--- src/rtl/fetch_unit.sv ---
`default_nettype none
// ============================================================================
//  Module   : fetch_unit
//  Purpose  : Instruction-fetch stage. Owns the PC, loads the start PC from a
//             two-word reset vector, follows the hazard unit's pcSrc decision,
//             and assembles 16- or 32-bit instructions into the IF/ID
//             pipeline register outputs.
//
//  Ports    :
//     clk           in   rising-edge clock
//     rst           in   synchronous, active-high reset
//     pcSrc         in   00 sequential, 01 branch, 10 stall/bubble, 11 = 00
//     branchTarget  in   redirect destination (used when pcSrc = 01)
//     instrWord     in   combinational instruction-memory read data
//     imemAddr      out  combinational instruction-memory address
//     instrOut      out  IF/ID instruction word
//     immOut        out  IF/ID immediate word (0 for one-word instructions)
//     fetchedPc     out  IF/ID address of the instruction's first word
//     validOut      out  IF/ID holds a real instruction
//     flushOut      out  one-cycle pulse after a branch redirect
//
//  Revision : 1.0  initial release
// ============================================================================
module fetch_unit #(
   parameter int PC_WIDTH   = 32,
   parameter int WORD_WIDTH = 16,
   parameter int VEC_ADDR   = 0
) (
   input  logic                  clk,
   input  logic                  rst,
   input  logic [1:0]            pcSrc,
   input  logic [PC_WIDTH-1:0]   branchTarget,
   input  logic [WORD_WIDTH-1:0] instrWord,
   output logic [PC_WIDTH-1:0]   imemAddr,
   output logic [WORD_WIDTH-1:0] instrOut,
   output logic [WORD_WIDTH-1:0] immOut,
   output logic [PC_WIDTH-1:0]   fetchedPc,
   output logic                  validOut,
   output logic                  flushOut
);

   // -------------------------------------------------------------------------
   // Constants
   // -------------------------------------------------------------------------
   // Both vector addresses are computed in PC_WIDTH arithmetic so that the
   // low-word address wraps like every other PC value.
   localparam logic [PC_WIDTH-1:0] C_VEC_HI = PC_WIDTH'(VEC_ADDR);
   localparam logic [PC_WIDTH-1:0] C_VEC_LO = C_VEC_HI + PC_WIDTH'(1);

   localparam logic [1:0] C_SRC_BRANCH = 2'b01;
   localparam logic [1:0] C_SRC_STALL  = 2'b10;

   typedef enum logic [1:0] {
      ST_VEC_HI    = 2'd0,
      ST_VEC_LO    = 2'd1,
      ST_FETCH     = 2'd2,
      ST_FETCH_IMM = 2'd3
   } state_t;

   // -------------------------------------------------------------------------
   // State and IF/ID registers
   // -------------------------------------------------------------------------
   state_t                  state_q,   state_d;
   logic [PC_WIDTH-1:0]     pc_q,      pc_d;
   logic [WORD_WIDTH-1:0]   pend_q,    pend_d;
   logic [WORD_WIDTH-1:0]   instr_q,   instr_d;
   logic [WORD_WIDTH-1:0]   imm_q,     imm_d;
   logic [PC_WIDTH-1:0]     fpc_q,     fpc_d;
   logic                    valid_q,   valid_d;
   logic                    flush_q,   flush_d;

   logic                    w_redirect;
   logic                    w_stall;
   logic                    w_two_word;
   logic [PC_WIDTH-1:0]     w_pc_inc;

   // Redirect outranks stall; the reserved code 11 falls through to
   // sequential fetch because it matches neither decode.
   assign w_redirect = (pcSrc == C_SRC_BRANCH);
   assign w_stall    = (pcSrc == C_SRC_STALL);

   // Bit 0 of the first word marks an instruction that carries an immediate.
   assign w_two_word = instrWord[0];

   // Modulo 2^PC_WIDTH increment: the carry out of the top bit is dropped.
   assign w_pc_inc   = pc_q + PC_WIDTH'(1);

   // -------------------------------------------------------------------------
   // Memory address: the vector words during boot, the PC afterwards.
   // -------------------------------------------------------------------------
   always_comb begin
      case (state_q)
         ST_VEC_HI: imemAddr = C_VEC_HI;
         ST_VEC_LO: imemAddr = C_VEC_LO;
         default:   imemAddr = pc_q;
      endcase
   end

   // -------------------------------------------------------------------------
   // Next-state logic
   // -------------------------------------------------------------------------
   always_comb begin
      state_d = state_q;
      pc_d    = pc_q;
      pend_d  = pend_q;
      instr_d = instr_q;
      imm_d   = imm_q;
      fpc_d   = fpc_q;
      valid_d = valid_q;
      // The flush pulse lasts exactly one cycle unless re-armed below.
      flush_d = 1'b0;

      case (state_q)
         // The vector is read unconditionally; the hazard unit has nothing
         // meaningful to say before the first real fetch.
         ST_VEC_HI: begin
            pc_d[PC_WIDTH-1 -: WORD_WIDTH] = instrWord;
            state_d                        = ST_VEC_LO;
         end

         ST_VEC_LO: begin
            pc_d[WORD_WIDTH-1:0] = instrWord;
            state_d              = ST_FETCH;
         end

         ST_FETCH: begin
            if (w_redirect) begin
               pc_d    = branchTarget;
               valid_d = 1'b0;
               flush_d = 1'b1;
            end else if (w_stall) begin
               // Bubble: PC and IF/ID contents hold.
               state_d = ST_FETCH;
            end else if (w_two_word) begin
               // Park the first word and emit a bubble while the immediate
               // is fetched; fetchedPc already points at the first word.
               pend_d  = instrWord;
               fpc_d   = pc_q;
               pc_d    = w_pc_inc;
               valid_d = 1'b0;
               state_d = ST_FETCH_IMM;
            end else begin
               instr_d = instrWord;
               imm_d   = '0;
               fpc_d   = pc_q;
               valid_d = 1'b1;
               pc_d    = w_pc_inc;
            end
         end

         ST_FETCH_IMM: begin
            if (w_redirect) begin
               // The parked first word is dropped; it never reaches IF/ID.
               pc_d    = branchTarget;
               valid_d = 1'b0;
               flush_d = 1'b1;
               state_d = ST_FETCH;
            end else if (w_stall) begin
               state_d = ST_FETCH_IMM;
            end else begin
               instr_d = pend_q;
               imm_d   = instrWord;
               valid_d = 1'b1;
               pc_d    = w_pc_inc;
               state_d = ST_FETCH;
            end
         end

         default: begin
            state_d = ST_VEC_HI;
         end
      endcase
   end

   // -------------------------------------------------------------------------
   // Registers
   // -------------------------------------------------------------------------
   always_ff @(posedge clk) begin
      if (rst) begin
         state_q <= ST_VEC_HI;
         pc_q    <= '0;
         pend_q  <= '0;
         instr_q <= '0;
         imm_q   <= '0;
         fpc_q   <= '0;
         valid_q <= 1'b0;
         flush_q <= 1'b0;
      end else begin
         state_q <= state_d;
         pc_q    <= pc_d;
         pend_q  <= pend_d;
         instr_q <= instr_d;
         imm_q   <= imm_d;
         fpc_q   <= fpc_d;
         valid_q <= valid_d;
         flush_q <= flush_d;
      end
   end

   assign instrOut  = instr_q;
   assign immOut    = imm_q;
   assign fetchedPc = fpc_q;
   assign validOut  = valid_q;
   assign flushOut  = flush_q;

endmodule
`default_nettype wire

--- config.mk ---
export PLATFORM = sky130hd
export DESIGN_NAME = fetch_unit
export DESIGN_NICKNAME = d
export VERILOG_FILES = /design/src/rtl/fetch_unit.sv
export SDC_FILE = /design/constraint.sdc
export NUM_CORES = 1
export LEC_CHECK = 0
export ABC_AREA = 1
export CAP_MARGIN = 5
export CORE_MARGIN = 10
export CORE_UTILIZATION = 50
export CTS_BUF_LIST = sky130_fd_sc_hd__clkbuf_4 sky130_fd_sc_hd__clkbuf_8
export CTS_CLUSTER_DIAMETER = 80
export DETAILED_ROUTE_END_ITERATION = 8
export PLACE_DENSITY = 0.81
export SLEW_MARGIN = 15
export SYNTH_ARGS = -nofsm -noshare
export SYNTH_HDL_FRONTEND = slang
export SYNTH_SLANG_ARGS = --single-unit
--- constraint.sdc ---
create_clock -name clk -period 1.9 [get_ports clk]
set_clock_uncertainty 0.1 [all_clocks]
set_input_delay 0.285 -clock clk [delete_from_list [all_inputs] [get_ports clk]]
set_output_delay 0.285 -clock clk [all_outputs]
set_load 0.01 [all_outputs]
==> run metrics, run 1 <==
fill count=997; # diodes=0; Post-Synth XOR/XNOR Area=0.599%; sequential area share after synthesis=39.7%; Slowest cell on crit path=dfxtp_4; commonest cells after routing, fill and taps aside=nand2_1 (206), clkdlybuf4s50_1 (117), dfxtp_1 (114); routed vias=6420; GPL Wtd Cong=0.973; Max Cap Violations=0; die height=128 microns; num rows=39; Multi-input gate area=0.00291 sq mm; htree depth=4; outcome=finished clean; WHS=0.346 ns; number of global-route vias before repair=6038; register area=0.00233 sq mm; Avg WL per Cell=16.9 microns; Least-Margin Pin Slew=0.410 ns; Fin. Hold Viols=0; Pwr Density=772 mW/mm^2; CTS Sinks=116; leakage dissipation=0.00339 uW; Final Max Tran Viols=0; Final nets=1092; mux share of post-synthesis cell area=0%; Fmax achieved=0.550 GHz; Die Area=0.0164 sq mm; largest family of logic cells by synthesized area=simple AND/OR/NAND/NOR gates; FF-to-FF setup slack=0.12 ns; Adder-Cell Fraction of Synth Area=0.856%; critical path arrival=1.43 ns; CP Class=flip-flop to primary output; Netlist cell types=33; Worst VDD drop=0.000580 V; Area after DPL=0.00766 sq mm; compound-cell area share of the yosys netlist=21.6%; relative slew slack=72.7%; Starting Density=51.2%; Remaining Overflow, GRT=0; worst-path maximum fanout=15; DR DRC count=0; Final period util=95.7%; First DRT Iteration DRCs=768; Synth Warn #=0; DP HPWL=14500 microns; CP cell instances=buf_8, nand2_1, inv_1, dlygate4sd2_1; Yosys reg bits=116; TritonCTS Buffers=17; Critical Path RT=1.51 ns; worst-case clock buffer depth=2; first-pass GRT wire length=32000 microns; I/O pins=150; Syn Nets=928; count of flip-flops with a built-in enable after synthesis=0; Layout Utilization=70.5%; Synth Flop Type=dfxtp_1; CTS tree=done; Post-Syn Area per Cell=6.71 sq um; # setup viols final=0; Die X=128 microns; clock latency on the worst-skew pair=0.46 ns; simple-gate share of the synthesized area=26.6%; Pre-Repair DR Iteration Count=5; CTS Hold Bufs=0; area growth from synthesis to layout=37.7%; fin crit period=1.82 ns; post-route ant nets=0; commonest non-fill, non-tap cell in the layout=nand2_1; Post-Syn Instances=872; CP peak stage delay=0.41 ns; Core Region=0.0114 sq mm; crit path capture type=primary output; Tot GR Track Use=24.1%; Port Buf Inserts=149; post-synthesis async set-or-reset flop share=0%; fin area=0.00806 sq mm; layout cells sized above 1=11.0%; Worst-path clk slew=0.07 ns; CP Launch Type=flip-flop; RSZ-0062 raised after global routing=no; Syn Std Cell Area=0.00585 sq mm; vias per cell=5.39; final WL=20200 microns; clock root buffer=clkbuf_8; Worst Hold Class=flip-flop to flip-flop; largest net degree at the start of global routing=58; initial antenna violation count=0
-- area by class of cell --
| cell class | instances | share of cell area, % |
|---|---|---|
| Multi-Input combinational cell | 610 | 36.1 |
| Clock buffer | 20 | 3.26 |
| Clock inverter | 12 | 1.03 |
| Sequential cell | 116 | 28.9 |
| Timing Repair inverter | 3 | 0.249 |
| Inverter | 100 | 4.74 |
| Tap cell | 143 | 2.22 |
| Timing Repair Buffer | 188 | 23.5 |
-- routing by layer --
metal	GRT usage, %	wire [microns]	vias to the layer above
li1	-	-	3165
met1	31.3	8530	2878
met2	37.3	9160	321
met3	6.62	1870	56
met4	8.81	597	0
met5	0	0	-
-- critical path: cells and delay by family (launching register included) --
kind	cells	cell delay [ns]
flops	1	0.41
buf+inv	3	0.50
simple gates	1	0.06
-- registers in the layout, summed over array words and instances, names as in the netlist --
signal     count
instrOut      16
immOut        16
validOut       1
pend_q        16
state_q        2
pc_q          32
fetchedPc     32
flushOut       1
-- stage by stage --
step | TNS [ns] | cells | setup WS, ns | power, uW
floorplan | 0 | 872 | 0.321 | 3500
global placement | -11.70 | 1155 | -0.287 | 4150
detailed placement | -15.25 | 1155 | -0.348 | 4170
CTS | 0 | 1188 | 0.0255 | 6160
global route | 0 | 1192 | 0.0150 | 6460
finish | 0 | 1192 | 0.0813 | 6220
-- worst paths after layout --
kind / from / endpoint / cells past startpoint
setup / recovery: state_q[1]$_SDFFE_PP0P_ / imemAddr[16] / 4
hold / removal: pend_q[14]$_SDFFE_PP0P_ / pend_q[14]$_SDFFE_PP0P_ / 2
setup reg to reg: state_q[1]$_SDFFE_PP0P_ / pc_q[13]$_SDFFE_PP0P_ / 7
hold reg to reg: pend_q[14]$_SDFFE_PP0P_ / pend_q[14]$_SDFFE_PP0P_ / 2
-- Yosys cell counts (5+ instances only) --
master    count  area share [%]
dfxtp_1     116              40
nand2_1     206              13
nor2_2        9            0.96
inv_1        92             5.9
a21oi_1     103             8.8
nand2_2       9            0.96
o21ai_1       5            0.43
nand3_1      51             4.4
a211oi_1     19             2.4
inv_2         6            0.39
buf_6         5            0.96
nor2_1       82             5.3
o21ai_0      98             8.4
nor2_4        5            0.96
clkbuf_1     16             1.0
buf_2        18             1.5
-- logic make-up (layout without fill, tap and decap cells) --
logic type	after synthesis	count (layout)
flops	116	116
xor+xnor	4	4
simple gates	369	369
compound gates	233	233
fa+ha+maj	4	4
buf+inv	146	323
-- what timing repair did --
item                                    4_1_cts  5_1_grt
cloned                                        1        3
endpoints found under the setup margin       32       10
pin swaps                                     0        2
buffers inserted                              0        1
gates resized for setup                      41        6
-- power by group --
part / internal (uW) / switching (uW) / total (uW)
sequential: 2610 / 203 / 2810
clock: 957 / 1090 / 2040
combinational: 603 / 763 / 1370
Note: power is estimated with default switching activity, not from simulation.
==> run 2: changes to the inputs <==
--- a/config.mk
+++ b/config.mk
@@ -7,12 +7,13 @@
 export LEC_CHECK = 0
 export ABC_AREA = 1
 export CAP_MARGIN = 5
-export CORE_MARGIN = 10
-export CORE_UTILIZATION = 50
+export CELL_PAD_IN_SITES_DETAIL_PLACEMENT = 1
+export CELL_PAD_IN_SITES_GLOBAL_PLACEMENT = 1
+export CORE_UTILIZATION = 35
 export CTS_BUF_LIST = sky130_fd_sc_hd__clkbuf_4 sky130_fd_sc_hd__clkbuf_8
 export CTS_CLUSTER_DIAMETER = 80
 export DETAILED_ROUTE_END_ITERATION = 8
-export PLACE_DENSITY = 0.81
+export PLACE_DENSITY_LB_ADDON = 0.1
 export SLEW_MARGIN = 15
 export SYNTH_ARGS = -nofsm -noshare
 export SYNTH_HDL_FRONTEND = slang
==> run 2 against run 1 <==
- global-route usage grew 1.9 points
- via count grew 1.2%
- largest cell class unchanged
- power is 13% higher
- clock power rose by 39%
- cell area increased by 4.1%
- register-to-register slack got worse by 0.02 ns
- critical path type unchanged
- routed wire length increased by 11%
==> run metrics, run 2 (synthesis results as in run 1) <==
critical path arrival=1.45 ns (+0.02 ns); routed vias=6498 (+1.2%); Die X=131 microns (+2.4%); htree depth=4 (unchanged); Max Cap Violations=0 (unchanged); P_int=5020 uW (+21%); die height=131 microns (+2.4%); Avg WL per Cell=17.4 microns (+3.0%); RSZ-0062 raised after global routing=no; Psw=2040 uW (-0.78%); Area after DPL=0.00787 sq mm (+2.8%); hold path cells=3 (+1); num rows=46 (+18%); Comb pwr share=20.2% (-1.8 points); hold_sp=branchTarget[3]; Worst VDD drop=0.000435 V (-25%); fill count=2101 (+110%); Final nets=1107 (+1.4%); number of global-route vias before repair=6420 (+6.3%); worst r2r dst=immOut[14]$_SDFFE_PP0P_; Remaining Overflow, GRT=0 (unchanged); R2R Path Start=state_q[1]$_SDFFE_PP0P_; commonest cells after routing, fill and taps aside=nand2_1 (205), clkdlybuf4s50_1 (117), dfxtp_1 (115); Worst-path clk slew=0.07 ns (about the same); commonest non-fill, non-tap cell in the layout=nand2_1; worst-path maximum fanout=17 (+2); post-route ant nets=0 (unchanged); # setup viols final=0 (unchanged); Fin. Hold Viols=0 (unchanged); Reg2Reg Depth=10 (+3); FF-to-FF setup slack=0.10 ns (-0.02 ns); Tot GR Track Use=26.0% (+1.9 points); Die Area=0.0172 sq mm (+4.9%); layout cells sized above 1=12.3% (+1.4 points); Port Buf Inserts=149 (unchanged); total placed cells including tap cells=1244 (+7.7%); worst-case clock buffer depth=2 (unchanged); CP Launch Type=flip-flop; Fmax achieved=0.546 GHz (-0.66%); register area=0.00233 sq mm (about the same); leakage dissipation=0.00354 uW (+4.6%); CTS tree=done; Non-Filler Instances=1280 (+7.4%); Layout Utilization=52.0% (-19 points); largest net degree at the start of global routing=60 (+3.4%); initial antenna violation count=0 (unchanged); Worst Hold Class=primary input to flip-flop; hold path endpoint=pc_q[3]$_SDFFE_PP0P_; relative slew slack=72.6% (about the same); first-pass GRT wire length=35000 microns (+9.4%); Pwr Density=842 mW/mm^2 (+9.1%); First DRT Iteration DRCs=311 (-60%); Least-Margin Pin Slew=0.411 ns (+0.000799 ns); Seq pwr share=39.7% (-5.5 points); fin area=0.00838 sq mm (+4.1%); Starting Density=36.3% (-15 points); Final Max Tran Viols=0 (unchanged); clock latency on the worst-skew pair=0.45 ns (about the same); outcome=finished clean; DP HPWL=16400 microns (+13%); Clock power frac=40.1% (+7.2 points); TritonCTS Buffers=17 (unchanged); clock root buffer=clkbuf_8; vias per cell=5.08 (-5.7%); DR DRC count=0 (unchanged); area growth from synthesis to layout=43.3%; GPL Wtd Cong=0.908 (-6.7%); Final period util=96.4% (+0.64 points); crit path capture type=primary output; CP Class=flip-flop to primary output; Multi-input gate area=0.00291 sq mm (+0.17%); fin crit period=1.83 ns (+0.0122 ns); Pre-Repair DR Iteration Count=6 (+1); I/O pins=150 (unchanged); Core Region=0.0161 sq mm (+41%); CTS Sinks=116 (unchanged); final WL=22300 microns (+11%); sw frac=28.8% (-4.2 points); Critical Path RT=1.51 ns (about the same)
## run 2: worst max-delay path by stage
stage / start / end / slack [ns] / cells after the start
floorplan: pcSrc[1] / pc_q[22]$_SDFFE_PP0P_ / 0.32 / 10
global placement: pcSrc[1] / pc_q[16]$_SDFFE_PP0P_ / -0.34 / 9
detailed placement: pcSrc[1] / pc_q[16]$_SDFFE_PP0P_ / -0.39 / 9
CTS: state_q[1]$_SDFFE_PP0P_ / imemAddr[6] / 0.006 / 5
global route: state_q[1]$_SDFFE_PP0P_ / imemAddr[18] / 0.002 / 5
finish: state_q[1]$_SDFFE_PP0P_ / imemAddr[17] / 0.07 / 5
## run 2: through the flow
stage	setup TNS [ns]	worst slack, ns	total power [uW]	hold slack, ns
after global routing	0	0.00196	7360	0.320
after global placement	-19.29	-0.340	4250	0.332
final	0	0.0691	7060	0.316
after detailed placement	-25.08	-0.389	4270	0.340
after CTS	0	0.00577	7090	0.293
after floorplan	0	0.321	3500	0.325
## run 2: power groups by stage
stage	logic (uW)	clock network, uW	registers [uW]
final	1430	2830	2800
after global routing	1560	2970	2830
after CTS	1420	2870	2800
after detailed placement	1420	0	2850
after global placement	1400	0	2850
after floorplan	673	0	2830
## run 2: layer usage
metal | part of all wire [%] | track usage, % | vias to the layer above
met1 | 44 | 32.7 | 3127
li1 | - | - | 3175
met4 | 2.5 | 10.3 | 0
met3 | 4.4 | 4.44 | 37
met2 | 49 | 43.9 | 159
met5 | 0 | 0 | -
## run 2: worst max-delay path: stages (launching register included)
cell             delay, ns
dfxtp_4               0.38
buf_12                0.15
buf_4                 0.12
nand2_1               0.04
inv_1                 0.06
clkdlybuf4s15_1       0.23
## run 2: final cells by class
type                       count  share of cell area, %
multi-input combinational    610                   34.8
sequential                   116                   27.8
timing repair buffer         206                   24.0
inverter                     100                   4.51
clock buffer                  21                   3.30
tap                          216                   3.22
clock inverter                10                   2.42
antenna                        1                 0.0299
## run 2: repair_timing
action	4_1_cts	5_1_grt
gates cloned	0	1
hold buffers	0	0
buffers inserted	3	0
setup endpoints to repair	32	17
gates resized for setup	39	9
